### src/rtl/muldiv_pkg.sv
// Shared definitions for the muldiv unit: FSM state encoding, mul_signed
// field encodings and the Booth iteration-count helper.
package muldiv_pkg;

  typedef enum logic [1:0] {
    ST_IDLE = 2'b00,
    ST_BUSY = 2'b01,
    ST_DONE = 2'b10
  } state_e;

  // {a_signed, b_signed}
  localparam logic [1:0] MUL_SS = 2'b11;
  localparam logic [1:0] MUL_SU = 2'b10;
  localparam logic [1:0] MUL_UU = 2'b00;

  // Radix-4 Booth over XLEN bits plus one extra step for the unsigned extension
  function automatic int booth_iters(input int xlen);
    return xlen / 2 + 1;
  endfunction

endpackage

### src/rtl/mul_booth_iter_if.sv
// Request/response bundle between the EXU (master) and mul_booth_iter (slave).
interface mul_booth_iter_if #(
  parameter int XLEN = 64
);
  logic            in_valid;
  logic            in_ready;
  logic [1:0]      mul_signed;
  logic [XLEN-1:0] src_a;
  logic [XLEN-1:0] src_b;
  logic            flush;
  logic            out_valid;
  logic            out_ready;
  logic [XLEN-1:0] result_hi;
  logic [XLEN-1:0] result_lo;

  modport master (
    output in_valid, mul_signed, src_a, src_b, flush, out_ready,
    input  in_ready, out_valid, result_hi, result_lo
  );

  modport slave (
    input  in_valid, mul_signed, src_a, src_b, flush, out_ready,
    output in_ready, out_valid, result_hi, result_lo
  );
endinterface

### src/rtl/mul_partial_product.sv
// Radix-4 Booth partial-product cell: decodes a multiplier triplet into a
// partial product p and a carry-in c so that p + c is the selected multiple
// of the multiplicand (0, +A, +2A, -2A, -A), negation done as ~X + 1.
module mul_partial_product #(
  parameter int WIDTH = 128
) (
  input  logic [2:0]       triplet_i,
  input  logic [WIDTH-1:0] mcand_i,
  output logic [WIDTH-1:0] pp_o,
  output logic             neg_o
);

  // Standard Booth recoding of {b[i+1], b[i], b[i-1]}
  always_comb begin
    pp_o  = '0;
    neg_o = 1'b0;
    case (triplet_i)
      3'b001, 3'b010: pp_o = mcand_i;
      3'b011:         pp_o = mcand_i << 1;
      3'b100: begin
        pp_o  = ~(mcand_i << 1);
        neg_o = 1'b1;
      end
      3'b101, 3'b110: begin
        pp_o  = ~mcand_i;
        neg_o = 1'b1;
      end
      default: begin
        pp_o  = '0;
        neg_o = 1'b0;
      end
    endcase
  end

endmodule

### src/rtl/mul_booth_iter.sv
// Iterative radix-4 Booth multiplier: one partial product per cycle into a
// 2*XLEN accumulator, XLEN/2+1 iterations per operation.
// Optional feature macro: MUL_EARLY_OUT_EN -- a zero operand at accept skips
// to the final (no-op) iteration so the result is ready one cycle later.
module mul_booth_iter
  import muldiv_pkg::*;
#(
  parameter int XLEN = 64
) (
  input  logic           clk,
  input  logic           rst,
  mul_booth_iter_if.slave bus
);

  localparam int N      = booth_iters(XLEN);
  localparam int ITER_W = $clog2(N);
  localparam int PW     = 2 * XLEN;
  localparam int MW     = XLEN + 3;
  localparam logic [ITER_W-1:0] ITER_LAST = ITER_W'(N - 1);

  state_e              state_q;
  logic [ITER_W-1:0]   iter_q;
  logic [PW-1:0]       acc_q;
  logic                in_ready_q;
  logic                out_valid_q;
  logic [PW-1:0]       mcand_q;
  logic signed [MW-1:0] mplier_q;

  logic [PW-1:0]       mcand_d;
  logic signed [MW-1:0] mplier_d;
  logic [PW-1:0]       acc_d;
  logic [PW-1:0]       pp;
  logic                pp_c;
  logic                accept;
  logic                zero_op;
  logic                a_ext;
  logic                b_ext;

  assign accept = bus.in_valid && in_ready_q && !bus.flush;
  assign a_ext  = bus.mul_signed[1] & bus.src_a[XLEN-1];
  assign b_ext  = bus.mul_signed[0] & bus.src_b[XLEN-1];

`ifdef MUL_EARLY_OUT_EN
  assign zero_op = (bus.src_a == '0) || (bus.src_b == '0);
`else
  assign zero_op = 1'b0;
`endif

  mul_partial_product #(
    .WIDTH(PW)
  ) u_pp (
    .triplet_i(mplier_q[2:0]),
    .mcand_i  (mcand_q),
    .pp_o     (pp),
    .neg_o    (pp_c)
  );

  // Operand registers: load on accept, shift two bit positions per BUSY cycle.
  // An early-out load clears the multiplier so the single remaining step adds 0.
  always_comb begin
    mcand_d  = mcand_q;
    mplier_d = mplier_q;
    acc_d    = acc_q + pp + PW'(pp_c);
    if (accept) begin
      mcand_d  = {{XLEN{a_ext}}, bus.src_a};
      mplier_d = zero_op ? '0 : {b_ext, b_ext, bus.src_b, 1'b0};
    end else if (state_q == ST_BUSY) begin
      mcand_d  = mcand_q << 2;
      mplier_d = mplier_q >>> 2;
    end
  end

  // Operand datapath registers carry no reset; they are always loaded before use
  always_ff @(posedge clk) begin
    mcand_q  <= mcand_d;
    mplier_q <= mplier_d;
  end

  // Control FSM with registered handshake outputs and the accumulator
  always_ff @(posedge clk or posedge rst) begin
    if (rst) begin
      state_q     <= ST_IDLE;
      iter_q      <= '0;
      acc_q       <= '0;
      in_ready_q  <= 1'b1;
      out_valid_q <= 1'b0;
    end else if (bus.flush) begin
      state_q     <= ST_IDLE;
      iter_q      <= '0;
      in_ready_q  <= 1'b1;
      out_valid_q <= 1'b0;
    end else begin
      case (state_q)
        ST_IDLE: begin
          if (accept) begin
            state_q    <= ST_BUSY;
            acc_q      <= '0;
            iter_q     <= zero_op ? ITER_LAST : '0;
            in_ready_q <= 1'b0;
          end
        end
        ST_BUSY: begin
          acc_q <= acc_d;
          if (iter_q == ITER_LAST) begin
            state_q     <= ST_DONE;
            out_valid_q <= 1'b1;
          end else begin
            iter_q <= iter_q + ITER_W'(1);
          end
        end
        ST_DONE: begin
          if (bus.out_ready) begin
            state_q     <= ST_IDLE;
            iter_q      <= '0;
            out_valid_q <= 1'b0;
            in_ready_q  <= 1'b1;
          end
        end
        default: begin
          state_q     <= ST_IDLE;
          iter_q      <= '0;
          out_valid_q <= 1'b0;
          in_ready_q  <= 1'b1;
        end
      endcase
    end
  end

  assign bus.in_ready  = in_ready_q;
  assign bus.out_valid = out_valid_q;
  assign bus.result_hi = acc_q[PW-1:XLEN];
  assign bus.result_lo = acc_q[XLEN-1:0];

endmodule

### src/flat_wrapper.sv
// flat-port wrapper written by rule: the top's interface ports become plain ports
module mul_booth_iter_flat import muldiv_pkg::*;
#(
  parameter int XLEN = 64
)
  (clk, rst, bus_in_valid, bus_mul_signed, bus_src_a, bus_src_b, bus_flush, bus_out_ready, bus_in_ready, bus_out_valid, bus_result_hi, bus_result_lo);
  mul_booth_iter_if #(.XLEN(XLEN)) bus_i ();
  input  logic clk;
  input  logic rst;
  input wire logic [$bits(bus_i.in_valid)-1:0] bus_in_valid;
  input wire logic [$bits(bus_i.mul_signed)-1:0] bus_mul_signed;
  input wire logic [$bits(bus_i.src_a)-1:0] bus_src_a;
  input wire logic [$bits(bus_i.src_b)-1:0] bus_src_b;
  input wire logic [$bits(bus_i.flush)-1:0] bus_flush;
  input wire logic [$bits(bus_i.out_ready)-1:0] bus_out_ready;
  output wire logic [$bits(bus_i.in_ready)-1:0] bus_in_ready;
  output wire logic [$bits(bus_i.out_valid)-1:0] bus_out_valid;
  output wire logic [$bits(bus_i.result_hi)-1:0] bus_result_hi;
  output wire logic [$bits(bus_i.result_lo)-1:0] bus_result_lo;
  assign bus_i.in_valid = bus_in_valid;
  assign bus_i.mul_signed = bus_mul_signed;
  assign bus_i.src_a = bus_src_a;
  assign bus_i.src_b = bus_src_b;
  assign bus_i.flush = bus_flush;
  assign bus_i.out_ready = bus_out_ready;
  assign bus_in_ready = bus_i.in_ready;
  assign bus_out_valid = bus_i.out_valid;
  assign bus_result_hi = bus_i.result_hi;
  assign bus_result_lo = bus_i.result_lo;
  mul_booth_iter #(.XLEN(XLEN)) u_core (.clk(clk), .rst(rst), .bus(bus_i));
endmodule
### config.mk
export PLATFORM = sky130hd
export DESIGN_NAME = mul_booth_iter_flat
export DESIGN_NICKNAME = d
export VERILOG_FILES = /design/src/rtl/muldiv_pkg.sv /design/src/rtl/mul_booth_iter_if.sv /design/src/rtl/mul_partial_product.sv /design/src/rtl/mul_booth_iter.sv /design/src/flat_wrapper.sv
export SDC_FILE = /design/constraint.sdc
export NUM_CORES = 1
export LEC_CHECK = 0
export BUFFER_PORTS_ARGS = -buffer_cell sky130_fd_sc_hd__clkbuf_2
export CORE_MARGIN = 1
export CORE_UTILIZATION = 45
export DETAILED_ROUTE_END_ITERATION = 16
export PLACE_DENSITY = 0.64
export SLEW_MARGIN = 10
export SYNTH_ARGS = -nofsm -noshare
export SYNTH_HDL_FRONTEND = slang
export SYNTH_SLANG_ARGS = --single-unit
### constraint.sdc
create_clock -name clk -period 7.8 [get_ports clk]
set_input_delay 1.56 -clock clk [delete_from_list [all_inputs] [get_ports clk]]
set_output_delay 1.56 -clock clk [all_outputs]
set_load 0.01 [all_outputs]
# == Yosys cells after proc, flatten, opt, wreduce, memory -nomap -nowiden ==
# Cells that the tools add are included.
# Widths: inputs -> output; s select.
# classes
add_sub_neg,3
mux,26
n_bitwise,5
n_reduce_logical,14
eq_ne,16
# ops
cell,n
$pmux 128 s4,1
$mux 128,3
$not 128->128,2
$pmux 128 s2,1
$add 128x1->128,1
$add 128x128->128,1
$mux 67,1
$mux 66,1
$mux 6,4
$pmux 6 s3,1
$reduce_and 3->1,5
$eq 3x3->1 const B,3
$ne 3x3->1 const B,3
$mux 2,4
$mux 1,7
$add 6x1->6 const B,1
$eq 3x2->1 const B,2
$eq 6x6->1 const B,1
$pmux 1 s3,2
$pmux 2 s3,1
$ne 2x2->1 const B,2
$reduce_bool 2->1,2
$reduce_or 2->1,2
$eq 3x1->1 const B,1
other kinds (10),12
# word_totals
input_bits,135
output_inout_bits,130
reg_bits,333

# == Logic depth before layout (Yosys ltp) ==
# Gate-level depths: netlist of run 1.
# depth
ltp_word,6
ltp_mapped,19

# == Cells and area by module ==
# A second synthesis of run 1 with hierarchy kept.
# unflattened
hier_cells,3037
area_unflattened_um2,25917.4
# by_module_without_submodules
mod,cells_each,instances,area_each_um2,seq_area_each_um2
mul_booth_iter,2561,1,21852.2,9300.2
mul_partial_product,476,1,4065.1,0.0

# == Worst setup path after synthesis of run 1 ==
# No wires, ideal clock.
# synth_path
path_kind,in2reg
from,input bus_flush
to,register u_core.mcand_q[0] (enable)
required_time_ps,6254
path_stages,5
slack_ps,596
arrival_time_ps,5658
setup_ps,1546
cell_sequence,clkbuf_1 or2_2 clkbuf_1 clkbuf_1 nand2_1
# synth_via
elab_chain_len,3
# synth_lines
element,line_no,text
from (decl),flat_wrapper.sv:14,input wire logic [$bits(bus_i.flush)-1:0] bus_flush;
$logic_not 1->1,mul_booth_iter.sv:39,assign accept = bus.in_valid && in_ready_q && !bus.flush;
$logic_and 1x1->1,mul_booth_iter.sv:39,
$reduce_bool 2->1 (no source line),--,
to (signal assigned),mul_booth_iter.sv:75,mcand_q <= mcand_d;
to (decl),mul_booth_iter.sv:26,logic [PW-1:0] mcand_q;
# No other way between the ends.
# A chain may end at the register's enable or synchronous reset.

# == Final worst setup path of run 1 ==
# layout_path
from,register u_core.mplier_q[1]
to,register u_core.acc_q[124]
# layout_via
elab_chain_len,6
word_cells_on_any_way,14
cone_classes,add/sub (2); eq/ne (6); mux (3); reduce/logical (3)
# layout_lines
element,line_no,text
from (decl),mul_booth_iter.sv:27,logic signed [MW-1:0] mplier_q;
from (signal assigned),mul_booth_iter.sv:76,mplier_q <= mplier_d;
$eq 3x3->1 (tied with other cells),mul_partial_product.sv:17,case (triplet_i)
$reduce_or 2->1 (on tied branches),--,
$pmux 128 s4,mul_partial_product.sv:17,
$add 128x128->128,mul_booth_iter.sv:63,acc_d = acc_q + pp + PW'(pp_c);
$add 128x1->128 (*),mul_booth_iter.sv:63,
$pmux 128 s2 (*),mul_booth_iter.sv:93,case (state_q)
to (signal assigned),mul_booth_iter.sv:84,acc_q <= '0;
to (signal assigned),mul_booth_iter.sv:97,acc_q <= '0;
to (signal assigned),mul_booth_iter.sv:103,acc_q <= acc_d;
to (decl),mul_booth_iter.sv:23,logic [PW-1:0] acc_q;
# Every way passes the cells marked *; elsewhere a longest branch is shown, timed or not.

==> results of run 1 <==
per-stage QoR:
step / hold slack, ns / worst slack (ns) / std cells
after floorplan: 0.482 / 0.596 / 2931
after global placement: 0.508 / 1.80 / 3723
after detailed placement: 0.511 / 1.79 / 3723
after CTS: 0.531 / 1.75 / 3797
after global routing: 0.544 / 1.23 / 3797
final: 0.525 / 1.61 / 3797
cell type report:
| type | instances | share of cell area [%] |
|---|---|---|
| Sequential cell | 333 | 33.7 |
| Multi-Input combinational cell | 2356 | 52.1 |
| Inverter | 55 | 0.775 |
| Timing Repair Buffer | 283 | 5.35 |
| Clock inverter | 20 | 0.834 |
| Clock buffer | 54 | 4.08 |
| Tap cell | 696 | 3.16 |
cells in the final DEF (no fill, tap or decap), types with 90 or more instances in the layout:
cell type / synthesis / layout
ha_1: 128 / 128
a21oi_1: 202 / 202
a22oi_1: 129 / 129
clkbuf_2: 0 / 264
o21ai_0: 337 / 337
dfrtp_1: 137 / 137
xor2_1: 179 / 178
edfxtp_1: 194 / 194
nand3_1: 90 / 90
nor2_1: 135 / 133
nand2_1: 583 / 581
a21o_1: 107 / 107
worst register-to-register path, delay by kind of cell (launching register included):
family,cells,cell delay [ns]
DFF,1,0.50
AOI/OAI and AO/OA,12,3.33
adders and majority gates,1,0.37
buffers and inverters,2,0.91
xor gates and xnor gates,1,0.95
power by group through the flow:
| stage | Clock, mW | Combinational (mW) | Sequential, mW |
|---|---|---|---|
| 4_1_cts | 2.01 | 4.44 | 2.72 |
| 6_report | 1.96 | 4.49 | 2.72 |
| 3_3_place_gp | 0 | 4.38 | 2.74 |
| 2_1_floorplan | 0 | 3.08 | 2.72 |
| 3_5_place_dp | 0 | 4.42 | 2.75 |
| 5_1_grt | 2.07 | 4.95 | 2.77 |
state kept, by name, indices dropped and copies added, names as in the netlist:
signal and cells:
u_core.mplier_q 67, u_core.mcand_q 128, u_core.acc_q 128, u_core.state_q 2, u_core.iter_q 6, u_core.bus.in_ready 1
u_core.bus.out_valid 1
Yosys cell counts, types with 4 or more instances:
library cell	count	share of area (%)
a21oi_1	202	4.1
nand3_1	90	1.8
or2_2	9	0.23
and3_1	9	0.23
dfrtp_1	137	14
a221oi_1	10	0.36
and2_1	16	0.41
edfxtp_1	194	24
a211o_1	4	0.14
or3_1	15	0.38
xnor2_1	64	2.3
a31oi_1	19	0.48
nand2_1	583	8.9
a211oi_1	10	0.31
o31ai_1	9	0.28
nor3_1	31	0.63
o21ai_0	337	6.9
a21o_1	107	3.3
nor2_1	135	2.1
a21boi_0	10	0.31
nor2b_1	11	0.28
inv_1	55	0.84
o211ai_1	12	0.37
nor4_1	7	0.18
o31a_1	8	0.29
nand2b_1	11	0.28
buf_1	28	0.43
nand4_1	64	1.6
o221ai_1	4	0.14
a22o_1	15	0.54
a22oi_1	129	4.0
a221o_1	8	0.33
clkbuf_1	159	2.4
ha_1	128	6.5
xor2_1	179	6.4
o21bai_1	37	1.1
o21ai_1	4	0.082
o2111a_1	4	0.18
o21a_1	22	0.67
logic make-up after synthesis:
kind of cell / synth area share [%]
AOI/OAI and AO/OA: 25.6
xor gates and xnor gates: 8.68
adders and majority gates: 6.70
buffers and inverters: 3.71
DFF: 37.9
muxes: 0.0868
and+or+nand+nor: 17.3
metal layers:
metal  wire length, um  share of wire [%]  vias up
met4              1980                2.6        0
met3              5330                6.9      125
met5                 0                  0        -
li1                  -                  -    10889
met1             35000                 45    11038
met2             34900                 45      785
path summary, 6_finish.rpt:
check | start | endpoint | slack [ns] | cells past startpoint
hold / removal | u_core.acc_q[2]$_DFFE_PP0P_ | u_core.acc_q[2]$_DFFE_PP0P_ | 0.52 | 2
setup / recovery | u_core.mplier_q[1]$_DFFE_PP_ | u_core.acc_q[124]$_DFFE_PP0P_ | 1.61 | 16
min in group asynchronous | rst | u_core.acc_q[101]$_DFFE_PP0P_ | 1.15 | 2
setup reg to reg | u_core.mplier_q[1]$_DFFE_PP_ | u_core.acc_q[124]$_DFFE_PP0P_ | 1.61 | 16
max in group asynchronous | rst | u_core.acc_q[19]$_DFFE_PP0P_ | 5.31 | 3
hold reg to reg | u_core.acc_q[2]$_DFFE_PP0P_ | u_core.acc_q[2]$_DFFE_PP0P_ | 0.52 | 2
==> impl_metrics.csv, run 1 <==
group,metric,value,unit
setup_path,cp_top_family,"compound AO/OA/AOI/OAI gates",
timing,tightest_slew,1.17,ns
grt,met1_usage,38.2,%
cells_and_area,layout-drive-gt1-share,12.3,%
cells_and_area,synthToLayoutAreaGrowth,12.6,%
setup_path,slowest_stage,"xor2_4",
clocking,cts.reportedPaths.clkPinSlew,0.06,ns
logic_synthesis,yosysUniqueCellTypes,75,
place,portBuffers,264,
clocking,cts_tree,"done",
timing,fin_skew,0.0179,ns
logic_synthesis,synth_edf_count,194,
clocking,clk_path_buf_depth,3,
power,switchingPower,4.08,mW
cells_and_area,antenna_cells,0,
drt,vias_per_cell,6.01,
place,place.gp.congestion,1.00,
drt,drc,0,
cells_and_area,final_util,51.3,%
timing,maxSlewViolCount,0,
setup_path,crit_top_cell,"o21ai_0",
timing,setup_viol,0,
power,seqPwrFrac,29.7,%
cells_and_area,multi_input_area,14400,um2
setup_path,start_kind,"register",
grt,use_met2,43.1,%
drt,ant_nets,0,
power,netSwitchingFraction,44.5,%
logic_synthesis,syn_area,24500,um2
status,status,"finished clean",
drt,wl_per_cell,20.3,um
floorplanning,row_count,85,
timing,rsz0062_at_grt,"false",
floorplanning,core,53800,um2
timing,period_share,79.3,%
logic_synthesis,syn-instance-count,2931,
drt,route.final.wire_length,77200,um
setup_path,critPathMaxFanout,57,
power,peakVddDrop,0.164,mV
logic_synthesis,postSynthAreaPerCell,8.36,um2
power,power.internal,5.09,mW
power,clkPwrFrac,21.4,%
logic_synthesis,synth_seq_cells,333,
clocking,cts_setup_buffers,0,
grt,grtUsageTotal,27.2,%
floorplanning,die_x,235,um
timing,slew-limit-headroom,21.9,%
timing,fin_crit,6.19,ns
place,dp_hpwl,56200,um
cells_and_area,seq_area,9300,um2
setup_path,arrival,6.64,ns
power,p_leak,12.2,nW
logic_synthesis,ys_async_sr_fraction,41.4,%
clocking,clock-sinks,333,
grt,overflow,0,
power,fin_total_pwr,9.17,mW
clocking,htreeDepth,2,
clocking,clk-insertion-delay-late,0.58,ns
logic_synthesis,synth_ff_type,"edfxtp_1",
grt,grt_pass1_vias,21847,
power,p_per_area,333,nW/um2
setup_path,path_buf_inv,2,
setup_path,cp.required,8.26,ns
floorplanning,pin_count,265,
logic_synthesis,ys_seq_area_share,37.9,%
drt,drtIter0Drc,2060,
floorplanning,die-area,55400,um2
grt,met3_usage,4.48,%
cells_and_area,design_area,27600,um2
grt,grt_max_degree,90,
setup_path,max_stage_delay,0.95,ns
clocking,root_buffer,"clkbuf_16",
clocking,cts-resized-gates,0,
power,p_comb_share,48.9,%
clocking,ctsHoldBuffers,0,
drt,dr.pass1.iters,6,
grt,grt_antenna_before_repair,0,
cells_and_area,fillers,5225,
setup_path,path_class,"register to register",
place,placed_area,26200,um2
grt,grt_pass1_wl,122000,um
cells_and_area,nNetsFinal,3335,
floorplanning,start_util,45.6,%
logic_synthesis,yosys_warnings,0,
logic_synthesis,syn-num-nets,3196,
setup_path,endpoint_kind,"register",
drt,vias,22837,
clocking,cts_inserted_buffers,41,
flow_run,cap_viol_max_count,0,
grt,gr-max-usage-layer,"met2",
setup_path,crit_chain,"xor2_4 -> buf_4 -> a22oi_1 -> o21ai_0 -> ha_1 -> a21oi_1 -> o21a_1 -> o21ai_0 -> a31oi_1 -> o21ai_0 -> a21oi_1 -> a2111oi_2 -> buf_4 -> a311oi_1 -> o21ai_0 -> a221o_1",
timing,hold_viol_final,0,
floorplanning,dieHeight,235,um
timing,max_freq,0.162,GHz
timing,setup_tns,0,ns
worst_hold_path,hold_class,"register to register",
(Power assumes the default switching activity.)
==> inputs of run 2 (changes only) <==
--- a/config.mk
+++ b/config.mk
@@ -5,11 +5,12 @@
 export SDC_FILE = /design/constraint.sdc
 export NUM_CORES = 1
 export LEC_CHECK = 0
+export ABC_AREA = 1
 export BUFFER_PORTS_ARGS = -buffer_cell sky130_fd_sc_hd__clkbuf_2
 export CORE_MARGIN = 1
 export CORE_UTILIZATION = 45
 export DETAILED_ROUTE_END_ITERATION = 16
-export PLACE_DENSITY = 0.64
+export PLACE_DENSITY = 0.65
 export SLEW_MARGIN = 10
 export SYNTH_ARGS = -nofsm -noshare
 export SYNTH_HDL_FRONTEND = slang
==> constraint.sdc (replaced) <==
create_clock -name clk -period 5.65 [get_ports clk]
set_input_delay 1.13 -clock clk [delete_from_list [all_inputs] [get_ports clk]]
set_output_delay 1.13 -clock clk [all_outputs]
set_load 0.01 [all_outputs]
==> impl_metrics.csv, run 2 <==
group,metric,value,unit
setup_path,crit_top_cell,"nand2_1",
clocking,cts_tree,"done",
status,status,"finished clean",
logic_synthesis,ys_async_sr_fraction,41.4,%
power,p_per_area,703,nW/um2
clocking,cts-resized-gates,0,
floorplanning,row_count,93,
logic_synthesis,syn-num-nets,5270,
timing,slew-limit-headroom,35.2,%
drt,drc,0,
cells_and_area,synthToLayoutAreaGrowth,12.5,%
power,switchingPower,13.5,mW
worst_hold_path,hold_depth,2,
grt,gr-max-usage-layer,"met1",
grt,grtUsageTotal,34.6,%
setup_path,regToRegStartpoint,"u_core.mplier_q[1]$_DFFE_PP_",
logic_synthesis,yosys_warnings,0,
power,power.internal,9.97,mW
logic_synthesis,synth_top_cell_area_share,30.8,%
logic_synthesis,synth_seq_cells,333,
setup_path,max_stage_delay,0.44,ns
setup_path,cp_top_family,"simple AND/OR/NAND/NOR gates",
timing,fin_worst_hold_slack,0.514,ns
power,netSwitchingFraction,57.6,%
timing,tightest_slew,0.971,ns
setup_path,startpoint,"u_core.mplier_q[1]$_DFFE_PP_",
timing,hold_viol_final,0,
grt,grt_antenna_before_repair,0,
cells_and_area,layout_commonest_cell,"nand2_1",
grt,met1_usage,51.9,%
clocking,clock-sinks,333,
logic_synthesis,syn_area,29800,um2
setup_path,cp.depth,19,
cells_and_area,nNetsFinal,5472,
clocking,root_buffer,"clkbuf_16",
timing,fin_skew,0.0295,ns
logic_synthesis,postSynthAreaPerCell,5.94,um2
setup_path,path_buf_inv,2,
logic_synthesis,synth_edf_count,194,
drt,vias_per_cell,5.18,
timing,maxSlewViolCount,0,
drt,wl_per_cell,19.2,um
clocking,cts_setup_buffers,0,
grt,grt_max_degree,129,
cells_and_area,layout-drive-gt1-share,9.03,%
power,p_leak,18.7,nW
logic_synthesis,yosysUniqueCellTypes,40,
logic_synthesis,ys_top_cells_by_count,"nand2_1 (2,442), inv_1 (820), nor2_1 (296)",
timing,setup_tns,0,ns
floorplanning,start_util,45.8,%
logic_synthesis,synth_area_leaders,"nand2_1 (31%), edfxtp_1 (20%), dfrtp_1 (12%)",
clocking,ctsHoldBuffers,0,
grt,overflow,0,
flow_run,cap_viol_max_count,0,
clocking,clk_path_buf_depth,3,
setup_path,rrSetupSlack,1.37,ns
drt,dr.pass1.iters,8,
clocking,cts_inserted_buffers,42,
drt,ant_nets,0,
setup_path,slowest_stage,"ha_1",
place,placed_area,32000,um2
power,p_comb_share,67.9,%
floorplanning,pin_count,265,
setup_path,critPathMaxFanout,31,
place,portBuffers,264,
logic_synthesis,syn-instance-count,5005,
logic_synthesis,ys_seq_area_share,31.3,%
place,dp_hpwl,93700,um
timing,rsz0062_at_grt,"false",
power,clkPwrFrac,12.6,%
grt,grt_pass1_vias,29095,
setup_path,arrival,4.76,ns
cells_and_area,final_util,51.5,%
setup_path,cp.required,6.14,ns
logic_synthesis,synth_top_area_cell,"nand2_1",
drt,vias,31590,
floorplanning,core,64900,um2
grt,use_met2,51.8,%
clocking,htreeDepth,2,
timing,fin_crit,4.28,ns
setup_path,crit_chain,"nor2_1 -> inv_1 -> nand3_4 -> buf_4 -> nand2_1 -> o21ai_1 -> o211ai_1 -> ha_1 -> nand2_1 -> nor2_1 -> nand2_1 -> nor2_1 -> nand2_1 -> nor2_1 -> nand2_1 -> nand3_1 -> nand2_1 -> nand3_1 -> nand2_1",
place,place.gp.congestion,1.07,
worst_hold_path,hold_start,"u_core.acc_q[115]$_DFFE_PP0P_",
worst_hold_path,hold_class,"register to register",
logic_synthesis,synth_ff_type,"edfxtp_1",
floorplanning,die_x,259,um
power,seqPwrFrac,19.4,%
floorplanning,die-area,67100,um2
cells_and_area,final_cell_mix,"nand2_1 (2,439), inv_1 (817), nor2_1 (292)",
setup_path,rr_worst_depth,19,
power,peakVddDrop,0.370,mV
grt,grt_pass1_wl,176000,um
drt,route.final.wire_length,117000,um
drt,drtIter0Drc,3310,
setup_path,start_kind,"register",
setup_path,reg2reg_to,"u_core.acc_q[100]$_DFFE_PP0P_",
cells_and_area,design_area,33500,um2
setup_path,path_class,"register to register",
grt,met3_usage,4.79,%
clocking,cts.reportedPaths.clkPinSlew,0.07,ns
cells_and_area,reg_top3,"u_core.acc_q x128, u_core.mcand_q x128, u_core.mplier_q x67",
worst_hold_path,min_delay_worst_endpoint,"u_core.acc_q[115]$_DFFE_PP0P_",
setup_path,endpoint_kind,"register",
floorplanning,dieHeight,259,um
logic_synthesis,yosysMostFrequentCell,"nand2_1",
timing,max_freq,0.234,GHz
timing,setup_viol,0,
timing,period_share,75.7,%
clocking,clk-insertion-delay-late,0.61,ns
## run 2: cell count changes after synthesis, moves of 46 or more
cell      delta
o21ai_0     -94
a22oi_1    -129
xnor2_1     -56
a21o_1     -107
xor2_1     -179
o211ai_1   +115
inv_1      +765
nand4_1     -46
nor2_1     +161
clkbuf_1    -62
nand2_1   +1859
a21oi_1     -65
## run 2: area by class of cell
cell class                 count  area, um2
antenna                        1       2.50
clock inverter                22        375
tap                          855       1070
fill                        6983      31500
timing repair buffer         288       1580
multi-input combinational   3696      16800
sequential                   333       9300
inverter                     846       3180
clock buffer                  55       1120
## run 2: power by group through the flow
stage	registers [mW]	logic, mW	clock network [mW]
2_1_floorplan	4.43	10.1	0
3_3_place_gp	4.58	15.5	0
3_5_place_dp	4.58	15.5	0
4_1_cts	4.55	15.6	3.03
5_1_grt	4.67	17.6	3.10
6_report	4.57	16.0	2.97
## run 2: routing by layer
metal,wire [um],vias up
met5,0,-
met4,3230,0
met3,9780,142
met2,48900,1228
met1,54900,14393
li1,-,15827
## run 2: through the flow
| step | worst slack [ns] | power, mW | std cells |
|---|---|---|---|
| 2_1_floorplan | 0.825 | 14.5 | 5005 |
| 3_3_place_gp | 1.48 | 20.1 | 6018 |
| 3_5_place_dp | 1.48 | 20.1 | 6018 |
| 4_1_cts | 1.45 | 23.2 | 6095 |
| 5_1_grt | 1.08 | 25.4 | 6095 |
| 6_report | 1.37 | 23.5 | 6096 |
## run 2: worst max-delay path by stage
stage | to | slack, ns
3_5_place_dp | u_core.acc_q[88]$_DFFE_PP0P_ | 1.48
2_1_floorplan | u_core.acc_q[0]$_DFFE_PP0P_ | 0.83
5_1_grt | u_core.acc_q[84]$_DFFE_PP0P_ | 1.08
3_3_place_gp | u_core.acc_q[88]$_DFFE_PP0P_ | 1.48
6_report | u_core.acc_q[100]$_DFFE_PP0P_ | 1.37
4_1_cts | u_core.acc_q[88]$_DFFE_PP0P_ | 1.45
## run 2: kinds of logic after synthesis
family / after synthesis / synth area share [%]
DFF: 333 / 31.3
and+or+nand+nor: 2990 / 39.7
adders and majority gates: 130 / 5.52
AOI/OAI and AO/OA: 568 / 10.9
xor gates and xnor gates: 8 / 0.236
buffers and inverters: 976 / 12.4
## run 2: tightest hold or removal path: stages (launching register included)
cell and delay, ns:
dfrtp_1 0.37, nand2_1 0.06, nand2_1 0.05
